==> src/rtl/csr_access_ctrl_if.sv <==
// Bus bundle between decode, the machine-CSR register block, the regfile write port and trap control.
// master = the access controller, slave = everything around it.
interface csr_access_ctrl_if #(
    parameter int DATA_WIDTH     = 32,
    parameter int INSTR_WIDTH    = 32,
    parameter int CSR_ADDR_WIDTH = 12
) ();
    logic                      instr_valid;
    logic [INSTR_WIDTH-1:0]    instr;
    logic [DATA_WIDTH-1:0]     rs1_data;
    logic                      instr_ready;
    logic                      flush;
    logic [CSR_ADDR_WIDTH-1:0] csr_addr;
    logic [INSTR_WIDTH-1:0]    instr_dec;
    logic                      mcsr_rd;
    logic                      mcsr_wr;
    logic                      valid_mcsr_rd;
    logic                      valid_mcsr_wr;
    logic                      mcsr_set;
    logic                      mcsr_clr;
    logic [DATA_WIDTH-1:0]     write_data;
    logic [DATA_WIDTH-1:0]     read_data;
    logic                      csr_illegal_access;
    logic                      wb_valid;
    logic [4:0]                wb_rd_idx;
    logic [DATA_WIDTH-1:0]     wb_data;
    logic                      wb_ready;
    logic                      csr_exc_valid;
    logic [INSTR_WIDTH-1:0]    csr_exc_instr;

    modport master (
        input  instr_valid, instr, rs1_data, flush, read_data, csr_illegal_access, wb_ready,
        output instr_ready, csr_addr, instr_dec, mcsr_rd, mcsr_wr, valid_mcsr_rd, valid_mcsr_wr,
               mcsr_set, mcsr_clr, write_data, wb_valid, wb_rd_idx, wb_data,
               csr_exc_valid, csr_exc_instr
    );

    modport slave (
        output instr_valid, instr, rs1_data, flush, read_data, csr_illegal_access, wb_ready,
        input  instr_ready, csr_addr, instr_dec, mcsr_rd, mcsr_wr, valid_mcsr_rd, valid_mcsr_wr,
               mcsr_set, mcsr_clr, write_data, wb_valid, wb_rd_idx, wb_data,
               csr_exc_valid, csr_exc_instr
    );
endinterface

==> src/rtl/csr_access_ctrl.sv <==
// Machine-CSR access initiator: takes one decoded CSR instruction at a time, performs the
// read/modify access on the CSR block, then writes back the old value or raises an exception.
module csr_access_ctrl #(
    parameter int DATA_WIDTH     = 32,
    parameter int INSTR_WIDTH    = 32,
    parameter int CSR_ADDR_WIDTH = 12
) (
    input logic           cpu_clk,
    input logic           cpu_rst,
    csr_access_ctrl_if.master bus
);

    typedef enum logic [2:0] {
        IDLE   = 3'd0,
        CHECK  = 3'd1,
        ACCESS = 3'd2,
        WB     = 3'd3,
        EXC    = 3'd4
    } state_t;

    localparam logic [6:0] OPC_SYSTEM = 7'b1110011;

    state_t                 state_reg, state_next;
    logic [INSTR_WIDTH-1:0] instr_reg;
    logic [DATA_WIDTH-1:0]  operand_reg;
    logic [DATA_WIDTH-1:0]  wb_data_reg;

    // Decode of the instruction currently offered by decode
    logic [2:0] in_funct3;
    logic       in_is_csr;
    logic       accept;

    assign in_funct3 = bus.instr[14:12];
    assign in_is_csr = (bus.instr[6:0] == OPC_SYSTEM) &&
                       (in_funct3 != 3'b000) && (in_funct3 != 3'b100);
    assign accept    = (state_reg == IDLE) && bus.instr_valid;

    // Decode of the held instruction
    logic [2:0] h_funct3;
    logic [4:0] h_rd;
    logic [4:0] h_rs1;
    logic       h_is_rw;
    logic       acc_rd;
    logic       acc_wr;

    assign h_funct3 = instr_reg[14:12];
    assign h_rd     = instr_reg[11:7];
    assign h_rs1    = instr_reg[19:15];
    assign h_is_rw  = (h_funct3[1:0] == 2'b01);
    // RW skips the read when rd is x0; RS/RC skip the write when rs1/uimm is zero
    assign acc_rd   = h_is_rw ? (h_rd != 5'd0) : 1'b1;
    assign acc_wr   = h_is_rw ? 1'b1 : (h_rs1 != 5'd0);

    logic                      instr_ready_next;
    logic [CSR_ADDR_WIDTH-1:0] csr_addr_next;
    logic [INSTR_WIDTH-1:0]    instr_dec_next;
    logic                      mcsr_rd_next;
    logic                      mcsr_wr_next;
    logic                      valid_rd_next;
    logic                      valid_wr_next;
    logic                      mcsr_set_next;
    logic                      mcsr_clr_next;
    logic [DATA_WIDTH-1:0]     write_data_next;
    logic                      wb_valid_next;
    logic [4:0]                wb_rd_idx_next;
    logic [DATA_WIDTH-1:0]     wb_data_next;
    logic                      exc_valid_next;
    logic [INSTR_WIDTH-1:0]    exc_instr_next;

    always_ff @(posedge cpu_clk) begin
        if (cpu_rst) begin
            state_reg   <= IDLE;
            instr_reg   <= '0;
            operand_reg <= '0;
            wb_data_reg <= '0;
        end else begin
            state_reg <= state_next;
            if (accept && in_is_csr) begin
                instr_reg   <= bus.instr;
                operand_reg <= in_funct3[2] ? {{(DATA_WIDTH-5){1'b0}}, bus.instr[19:15]}
                                            : bus.rs1_data;
            end
            if (state_reg == ACCESS)
                wb_data_reg <= bus.read_data;
        end
    end

    always_comb begin
        state_next       = state_reg;
        instr_ready_next = 1'b0;
        csr_addr_next    = '0;
        instr_dec_next   = '0;
        mcsr_rd_next     = 1'b0;
        mcsr_wr_next     = 1'b0;
        valid_rd_next    = 1'b0;
        valid_wr_next    = 1'b0;
        mcsr_set_next    = 1'b0;
        mcsr_clr_next    = 1'b0;
        write_data_next  = '0;
        wb_valid_next    = 1'b0;
        wb_rd_idx_next   = '0;
        wb_data_next     = '0;
        exc_valid_next   = 1'b0;
        exc_instr_next   = '0;

        if ((state_reg == CHECK) || (state_reg == ACCESS)) begin
            csr_addr_next   = instr_reg[31:20];
            instr_dec_next  = instr_reg;
            mcsr_rd_next    = acc_rd;
            mcsr_wr_next    = acc_wr;
            mcsr_set_next   = (h_funct3[1:0] == 2'b10);
            mcsr_clr_next   = (h_funct3[1:0] == 2'b11);
            write_data_next = operand_reg;
        end

        case (state_reg)
            IDLE: begin
                instr_ready_next = 1'b1;
                // Non-CSR encodings are consumed without any effect
                if (bus.instr_valid && in_is_csr)
                    state_next = CHECK;
            end
            CHECK: begin
                if (bus.flush)
                    state_next = IDLE;
                else if (bus.csr_illegal_access)
                    state_next = EXC;
                else
                    state_next = ACCESS;
            end
            ACCESS: begin
                valid_rd_next = acc_rd;
                valid_wr_next = acc_wr;
                state_next    = (acc_rd && (h_rd != 5'd0)) ? WB : IDLE;
            end
            WB: begin
                wb_valid_next  = 1'b1;
                wb_rd_idx_next = h_rd;
                wb_data_next   = wb_data_reg;
                if (bus.wb_ready)
                    state_next = IDLE;
            end
            EXC: begin
                exc_valid_next = 1'b1;
                exc_instr_next = instr_reg;
                state_next     = IDLE;
            end
            default: state_next = IDLE;
        endcase
    end

    assign bus.instr_ready   = instr_ready_next;
    assign bus.csr_addr      = csr_addr_next;
    assign bus.instr_dec     = instr_dec_next;
    assign bus.mcsr_rd       = mcsr_rd_next;
    assign bus.mcsr_wr       = mcsr_wr_next;
    assign bus.valid_mcsr_rd = valid_rd_next;
    assign bus.valid_mcsr_wr = valid_wr_next;
    assign bus.mcsr_set      = mcsr_set_next;
    assign bus.mcsr_clr      = mcsr_clr_next;
    assign bus.write_data    = write_data_next;
    assign bus.wb_valid      = wb_valid_next;
    assign bus.wb_rd_idx     = wb_rd_idx_next;
    assign bus.wb_data       = wb_data_next;
    assign bus.csr_exc_valid = exc_valid_next;
    assign bus.csr_exc_instr = exc_instr_next;

endmodule

==> src/flat_wrapper.sv <==
// flat-port wrapper written by rule: the top's interface ports become plain ports
module csr_access_ctrl_flat 
#(
    parameter int DATA_WIDTH     = 32,
    parameter int INSTR_WIDTH    = 32,
    parameter int CSR_ADDR_WIDTH = 12
)
  (cpu_clk, cpu_rst, bus_instr_valid, bus_instr, bus_rs1_data, bus_flush, bus_read_data, bus_csr_illegal_access, bus_wb_ready, bus_instr_ready, bus_csr_addr, bus_instr_dec, bus_mcsr_rd, bus_mcsr_wr, bus_valid_mcsr_rd, bus_valid_mcsr_wr, bus_mcsr_set, bus_mcsr_clr, bus_write_data, bus_wb_valid, bus_wb_rd_idx, bus_wb_data, bus_csr_exc_valid, bus_csr_exc_instr);
  csr_access_ctrl_if #(.DATA_WIDTH(DATA_WIDTH), .INSTR_WIDTH(INSTR_WIDTH), .CSR_ADDR_WIDTH(CSR_ADDR_WIDTH)) bus_i ();
  input logic cpu_clk;
  input logic cpu_rst;
  input wire logic [$bits(bus_i.instr_valid)-1:0] bus_instr_valid;
  input wire logic [$bits(bus_i.instr)-1:0] bus_instr;
  input wire logic [$bits(bus_i.rs1_data)-1:0] bus_rs1_data;
  input wire logic [$bits(bus_i.flush)-1:0] bus_flush;
  input wire logic [$bits(bus_i.read_data)-1:0] bus_read_data;
  input wire logic [$bits(bus_i.csr_illegal_access)-1:0] bus_csr_illegal_access;
  input wire logic [$bits(bus_i.wb_ready)-1:0] bus_wb_ready;
  output wire logic [$bits(bus_i.instr_ready)-1:0] bus_instr_ready;
  output wire logic [$bits(bus_i.csr_addr)-1:0] bus_csr_addr;
  output wire logic [$bits(bus_i.instr_dec)-1:0] bus_instr_dec;
  output wire logic [$bits(bus_i.mcsr_rd)-1:0] bus_mcsr_rd;
  output wire logic [$bits(bus_i.mcsr_wr)-1:0] bus_mcsr_wr;
  output wire logic [$bits(bus_i.valid_mcsr_rd)-1:0] bus_valid_mcsr_rd;
  output wire logic [$bits(bus_i.valid_mcsr_wr)-1:0] bus_valid_mcsr_wr;
  output wire logic [$bits(bus_i.mcsr_set)-1:0] bus_mcsr_set;
  output wire logic [$bits(bus_i.mcsr_clr)-1:0] bus_mcsr_clr;
  output wire logic [$bits(bus_i.write_data)-1:0] bus_write_data;
  output wire logic [$bits(bus_i.wb_valid)-1:0] bus_wb_valid;
  output wire logic [$bits(bus_i.wb_rd_idx)-1:0] bus_wb_rd_idx;
  output wire logic [$bits(bus_i.wb_data)-1:0] bus_wb_data;
  output wire logic [$bits(bus_i.csr_exc_valid)-1:0] bus_csr_exc_valid;
  output wire logic [$bits(bus_i.csr_exc_instr)-1:0] bus_csr_exc_instr;
  assign bus_i.instr_valid = bus_instr_valid;
  assign bus_i.instr = bus_instr;
  assign bus_i.rs1_data = bus_rs1_data;
  assign bus_i.flush = bus_flush;
  assign bus_i.read_data = bus_read_data;
  assign bus_i.csr_illegal_access = bus_csr_illegal_access;
  assign bus_i.wb_ready = bus_wb_ready;
  assign bus_instr_ready = bus_i.instr_ready;
  assign bus_csr_addr = bus_i.csr_addr;
  assign bus_instr_dec = bus_i.instr_dec;
  assign bus_mcsr_rd = bus_i.mcsr_rd;
  assign bus_mcsr_wr = bus_i.mcsr_wr;
  assign bus_valid_mcsr_rd = bus_i.valid_mcsr_rd;
  assign bus_valid_mcsr_wr = bus_i.valid_mcsr_wr;
  assign bus_mcsr_set = bus_i.mcsr_set;
  assign bus_mcsr_clr = bus_i.mcsr_clr;
  assign bus_write_data = bus_i.write_data;
  assign bus_wb_valid = bus_i.wb_valid;
  assign bus_wb_rd_idx = bus_i.wb_rd_idx;
  assign bus_wb_data = bus_i.wb_data;
  assign bus_csr_exc_valid = bus_i.csr_exc_valid;
  assign bus_csr_exc_instr = bus_i.csr_exc_instr;
  csr_access_ctrl #(.DATA_WIDTH(DATA_WIDTH), .INSTR_WIDTH(INSTR_WIDTH), .CSR_ADDR_WIDTH(CSR_ADDR_WIDTH)) u_core (.cpu_clk(cpu_clk), .cpu_rst(cpu_rst), .bus(bus_i));
endmodule
==> config.mk <==
export PLATFORM = sky130hd
export DESIGN_NAME = csr_access_ctrl_flat
export DESIGN_NICKNAME = d
export VERILOG_FILES = /design/src/rtl/csr_access_ctrl_if.sv /design/src/rtl/csr_access_ctrl.sv /design/src/flat_wrapper.sv
export SDC_FILE = /design/constraint.sdc
export NUM_CORES = 1
export LEC_CHECK = 0
export BUFFER_PORTS_ARGS = -buffer_cell sky130_fd_sc_hd__buf_4
export CELL_PAD_IN_SITES_DETAIL_PLACEMENT = 0
export CELL_PAD_IN_SITES_GLOBAL_PLACEMENT = 1
export CORE_MARGIN = 10
export CORE_UTILIZATION = 33
export DETAILED_ROUTE_END_ITERATION = 10
export GPL_ROUTABILITY_DRIVEN = 0
export PLACE_DENSITY = 0.82
export SKIP_LAST_GASP = 1
export SLEW_MARGIN = 10
export SYNTH_ARGS = -nofsm -noshare
export SYNTH_HDL_FRONTEND = slang
export SYNTH_SLANG_ARGS = --single-unit
==> constraint.sdc <==
create_clock -name cpu_clk -period 2.2 [get_ports cpu_clk]
set_input_delay 0.44 -clock cpu_clk [delete_from_list [all_inputs] [get_ports cpu_clk]]
set_output_delay 0.44 -clock cpu_clk [all_outputs]
set_load 0.02 [all_outputs]
### Yosys cells after proc, flatten, opt, wreduce, memory -nomap -nowiden

Index checks and enable logic that the tools add are counted.

| cells by class | value |
|---|---|
| reductions and logical operators | 12 |
| equality and inequality tests | 11 |
| muxes and demuxes | 24 |

Operators with widths:

| kind | number |
|---|---|
| $mux W32 | 5 |
| $mux W12 | 1 |
| $mux W3 | 4 |
| $pmux W3 S4 | 1 |
| $mux W1 | 11 |
| $reduce_bool A5 Y1 | 2 |
| $eq A7 B7 Y1 const B | 1 |
| $eq A3 B2 Y1 const B | 2 |
| $logic_and A1 B1 Y1 | 6 |
| $mux W5 | 1 |
| $eq A2 B2 Y1 const B | 2 |
| $ne A2 B2 Y1 const B | 2 |
| $eq A3 B1 Y1 const B | 1 |
| $eq A3 B3 Y1 const B | 1 |
| $logic_not A3 Y1 | 1 |
| $ne A3 B3 Y1 const B | 1 |
| $reduce_bool A3 Y1 | 1 |
| $eq A2 B1 Y1 const B | 1 |
| $mux W2 | 1 |
| $reduce_and A2 Y1 | 1 |
| $logic_or A1 B1 Y1 | 1 |

| storage, ports and cells | value |
|---|---|
| input bits | 102 |
| output and inout bits | 154 |
| register bits after elaboration | 99 |
| logic and storage cells | 51 |

### Depth between registers and ports, before layout

| logic depth | value |
|---|---|
| depth in word-level cells | 6 |
| depth in mapped cells | 6 |
| gate-level depth less buffers | 3 |

### Worst setup path before layout

Ideal clock, no wire load.

| path | value |
|---|---|
| kind | register to output |
| start | register u_core.state_reg[2] |
| end | output bus_valid_mcsr_rd |
| data required time | 1760 ps |
| slack | 221 ps |
| arrival time | 1539 ps |
| path buffers | 3 |
| stages on the path, launching flop included | 6 |
| cell sequence | dfxtp_1 -> buf_2 -> nor3b_2 -> buf_4 -> buf_8 -> a21boi_0 |

| on the way | value |
|---|---|
| longest elaborated chain between the ends | 2 |

Ends and longest elaborated chain:

| element | line | RTL |
|---|---|---|
| start, declared | csr_access_ctrl.sv:23 | `state_t state_reg, state_next;` |
| start signal, assigned | csr_access_ctrl.sv:77 | `state_reg <= state_next;` |
| $eq A3 B2 Y1 | csr_access_ctrl.sv:116 | `case (state_reg)` |
| $mux W1 | csr_access_ctrl.sv:116 |  |
| end, declared | flat_wrapper.sv:24 | `output wire logic [$bits(bus_i.valid_mcsr_rd)-1:0] bus_valid_mcsr_rd;` |

No other way between the ends.

### Worst setup path in the final report

| path | value |
|---|---|
| start | register u_core.state_reg[1] |
| end | output bus_write_data[23] |

| on the way | value |
|---|---|
| longest elaborated chain between the ends | 3 |
| elaborated cells on any way between the ends | 4 |
| classes of those cells | 2 x eq/ne; 1 x mux; 1 x reduce/logical |

Ends and longest elaborated chain:

| element | line | RTL |
|---|---|---|
| $eq A3 B1 Y1 / $eq A3 B2 Y1 (equally long branches) | csr_access_ctrl.sv:106 | `if ((state_reg == CHECK) \|\| (state_reg == ACCESS)) begin` |
| $logic_or A1 B1 Y1 (*) | csr_access_ctrl.sv:106 |  |
| $mux W32 (*) | csr_access_ctrl.sv:106 |  |
| end, declared | flat_wrapper.sv:28 | `output wire logic [$bits(bus_i.write_data)-1:0] bus_write_data;` |

Every way passes the cells marked *; elsewhere a longest branch is shown, timed or not.

==> impl_metrics.py <==
metrics = {
    "placed_design": {
        "pre_cts_ws_ns": 0.0815,
        "dp_hpwl_mm": 13.2,
        "numPortBuffers": 255,
        "dp_cells": 1004,
    },
    "timing": {
        "min_period_ns": 2.14,
        "fin_ws_ns": 0.0579,
        "setup_viol_count_final": 0,
        "worst_pin_slew_ns": 0.615,
        "hold_viol_final": 0,
        "slew_headroom_pct": 59.0,
        "drv_slew": 0,
        "fin_crit_sh_pct": 97.4,
        "fin_skew_ns": 0.00675,
        "max_freq_ghz": 0.467,
    },
    "critical_path": {
        "r2r_start": "u_core.state_reg[0]",
        "required_ns": 1.76,
        "worstPathArrival_ns": 1.70,
        "critPathKind": "register to output port",
        "startpoint_type": "register",
        "worstRegToRegCells": 5,
        "end_kind": "output port",
        "reg2reg_to": "u_core.operand_reg[29]",
        "worstSetupStartpoint": "u_core.state_reg[1]",
        "crit_fanout": 26,
        "r2r_slack_ns": 0.47,
    },
    "pwr": {
        "combPwrFrac_pct": 6.7,
        "seqPwrFrac_pct": 48.3,
        "peakVddDrop_mv": 0.406,
        "powerDensity_nw_per_um2": 486,
        "clkPwrFrac_pct": 45.0,
        "internal-power_w": 0.00294,
        "switching_share_pct": 20.8,
        "power_switching_w": 0.000774,
        "leakagePower_nw": 3.30,
    },
    "detailed_routing": {
        "routedWlPerCell_um": 17.3,
        "viasPerCell": 4.48,
        "vias": 4596,
        "drtIter0Drc": 195,
        "drtPass1Iterations": 5,
        "postRouteAntennaNets": 0,
        "drt_drc_violations_left": 0,
        "wl_mm": 17.7,
    },
    "min_path": {
        "hp-start": "bus_flush",
        "whs_endpoint": "u_core.state_reg[2]",
        "min_path_type": "input port to register",
        "worstHoldPathCells": 2,
    },
    "floorplanning": {
        "die_x_um": 146,
        "dieArea_um2": 21300,
        "coreArea_um2": 15700,
        "rows": 46,
        "die_h_um": 146,
        "initial_core_util_pct": 33.4,
        "num_io_pins": 256,
    },
    "clocking": {
        "cts.reportedPaths.clkPinSlew_ns": 0.07,
        "clk_path_buf_depth": 2,
        "cts_tree": "built",
        "cts_hold_buf": 0,
        "numCtsBuffers": 9,
        "h-tree-depth": 3,
        "cts.sinks": 99,
        "clk_latency_ns": 0.34,
        "root_buffer": "clkbuf_16",
    },
    "global_route": {
        "grt_pass1_wl_mm": 27.0,
        "grt_pass1_vias": 4879,
        "grt.overflow.total": 0,
        "grt_usage_pct": 15.5,
        "antenna_found_initial": 1,
        "grt_max_degree": 78,
    },
    "cells_and_area": {
        "layout-drive-gt1-share_pct": 38.4,
        "finalNetCount": 907,
        "antenna_cells": 0,
        "stdcell_count": 1025,
        "syn_to_final_growth_pct": 45.6,
    },
    "yosys": {
        "ys.flop_type": "dfxtp_1",
        "synthesis.nets": 674,
        "netlist_instances": 572,
        "ys_types": 37,
        "synthArstFlopShare_pct": 0,
        "netlist_area_um2": 5250,
        "seq_area_frac_synth_pct": 37.8,
        "synth_edf_count": 0,
        "syn_area_per_cell_um2": 9.18,
        "synth-seq-cells": 99,
        "yosysWarnings": 0,
    },
    "flow_run": {
        "drv_cap": 0,
    },
    "run_status": {
        "status": "finished, final reports clean",
    },
}
==> cell usage after synthesis (2+ instances only) <==
master,instances,area (um^2)
nor2_1,39,146
nor3b_1,3,22.5
clkbuf_2,8,40.0
and2_1,128,801
buf_8,4,60.1
or4_1,3,22.5
nor3_1,10,50.1
dfxtp_1,99,1980
buf_2,6,30.0
clkbuf_1,15,56.3
buf_12,5,100
inv_1,6,22.5
nand2_1,27,101
mux2_4,4,60.1
nand2b_1,80,500
nor2b_1,6,37.5
buf_1,2,7.51
mux2i_1,89,891
buf_4,14,105
a21oi_1,7,35.0
==> cells in the final DEF (no fill, tap or decap), types with 2 or more instances in the layout <==
cell,n
nor2_1,38
buf_4,269
nor3_1,9
nor2_4,3
nor3b_4,2
or4_1,3
dfxtp_1,98
bufinv_16,2
nor2b_1,5
nor3b_1,2
mux2i_1,89
inv_1,6
mux2_4,4
a21oi_1,7
nand2b_1,80
nand2_1,27
and2_1,127
buf_12,4
clkbuf_16,11
clkinvlp_4,2
==> cell families after synthesis <==
| group | synth area share [%] |
|---|---|
| DFF | 37.8 |
| buffers and inverters | 8.25 |
| xor gates and xnor gates | 0.310 |
| and+or+nand+nor | 33.7 |
| AOI/OAI and AO/OA | 1.62 |
| muxes | 18.3 |
==> power by group through the flow <==
stage	logic (W)	registers, W	clock network (W)
finish	0.000249	0.00179	0.00167
detailed placement	0.000250	0.00184	0
global route	0.000273	0.00179	0.00180
floorplan	0.0000912	0.00183	0
global placement	0.000246	0.00184	0
CTS	0.000251	0.00179	0.00174
==> layer usage <==
metal	global-route usage (%)	vias up	wire, um	share of wire (%)
li1	-	2287	-	-
met2	27.7	124	9030	51
met3	4.05	17	1090	6.1
met1	17.5	2168	7260	41
met5	0	-	0	0
met4	5.31	0	302	1.7
==> worst max-delay path, stage by stage, from the launching register on <==
cell and delay (ns):
dfxtp_1 0.32, buf_6 0.15, xnor2_4 0.20, nor2_4 0.05, buf_12 0.14, clkbuf_16 0.18, and2_1 0.17, buf_4 0.16
==> metrics by stage <==
step | area [um^2] | power (W) | utilization, % | hold WS [ns] | TNS, ns
global route | 7640 | 0.00386 | 48.6 | 0.268 | -0.255
floorplan | 5250 | 0.00193 | - | 0.443 | 0
global placement | 7190 | 0.00208 | 45.8 | 0.454 | 0
detailed placement | 7190 | 0.00209 | 45.8 | 0.459 | 0
finish | 7640 | 0.00372 | 48.6 | 0.278 | 0
CTS | 7550 | 0.00378 | 48.0 | 0.256 | -0.655
==> layout make-up <==
type | instances | area [um^2]
inverters | 6 | 22.5
fillers | 1537 | 8070
flip-flops and latches | 99 | 1980
clock inverters | 6 | 88.8
well taps | 216 | 270
clock buffers | 9 | 225
repair buffers | 276 | 2160
multi-input cells | 413 | 2890
==> worst max path at each step <==
stage	cells past startpoint	to
after global placement	4	bus_wb_data[30]
final	7	bus_write_data[23]
after CTS	6	bus_instr_dec[30]
after global routing	7	bus_write_data[11]
after floorplan	5	bus_valid_mcsr_rd
after detailed placement	4	bus_wb_data[22]
==> timing repair <==
| action | CTS | global route |
|---|---|---|
| setup endpoints to repair | 105 | 73 |
| resized for setup | 5 | 4 |
| pin swaps | 2 | 2 |
| cloned | 1 | 2 |
| buffers inserted | 1 | 2 |
Note: power is estimated with default switching activity, not from simulation.
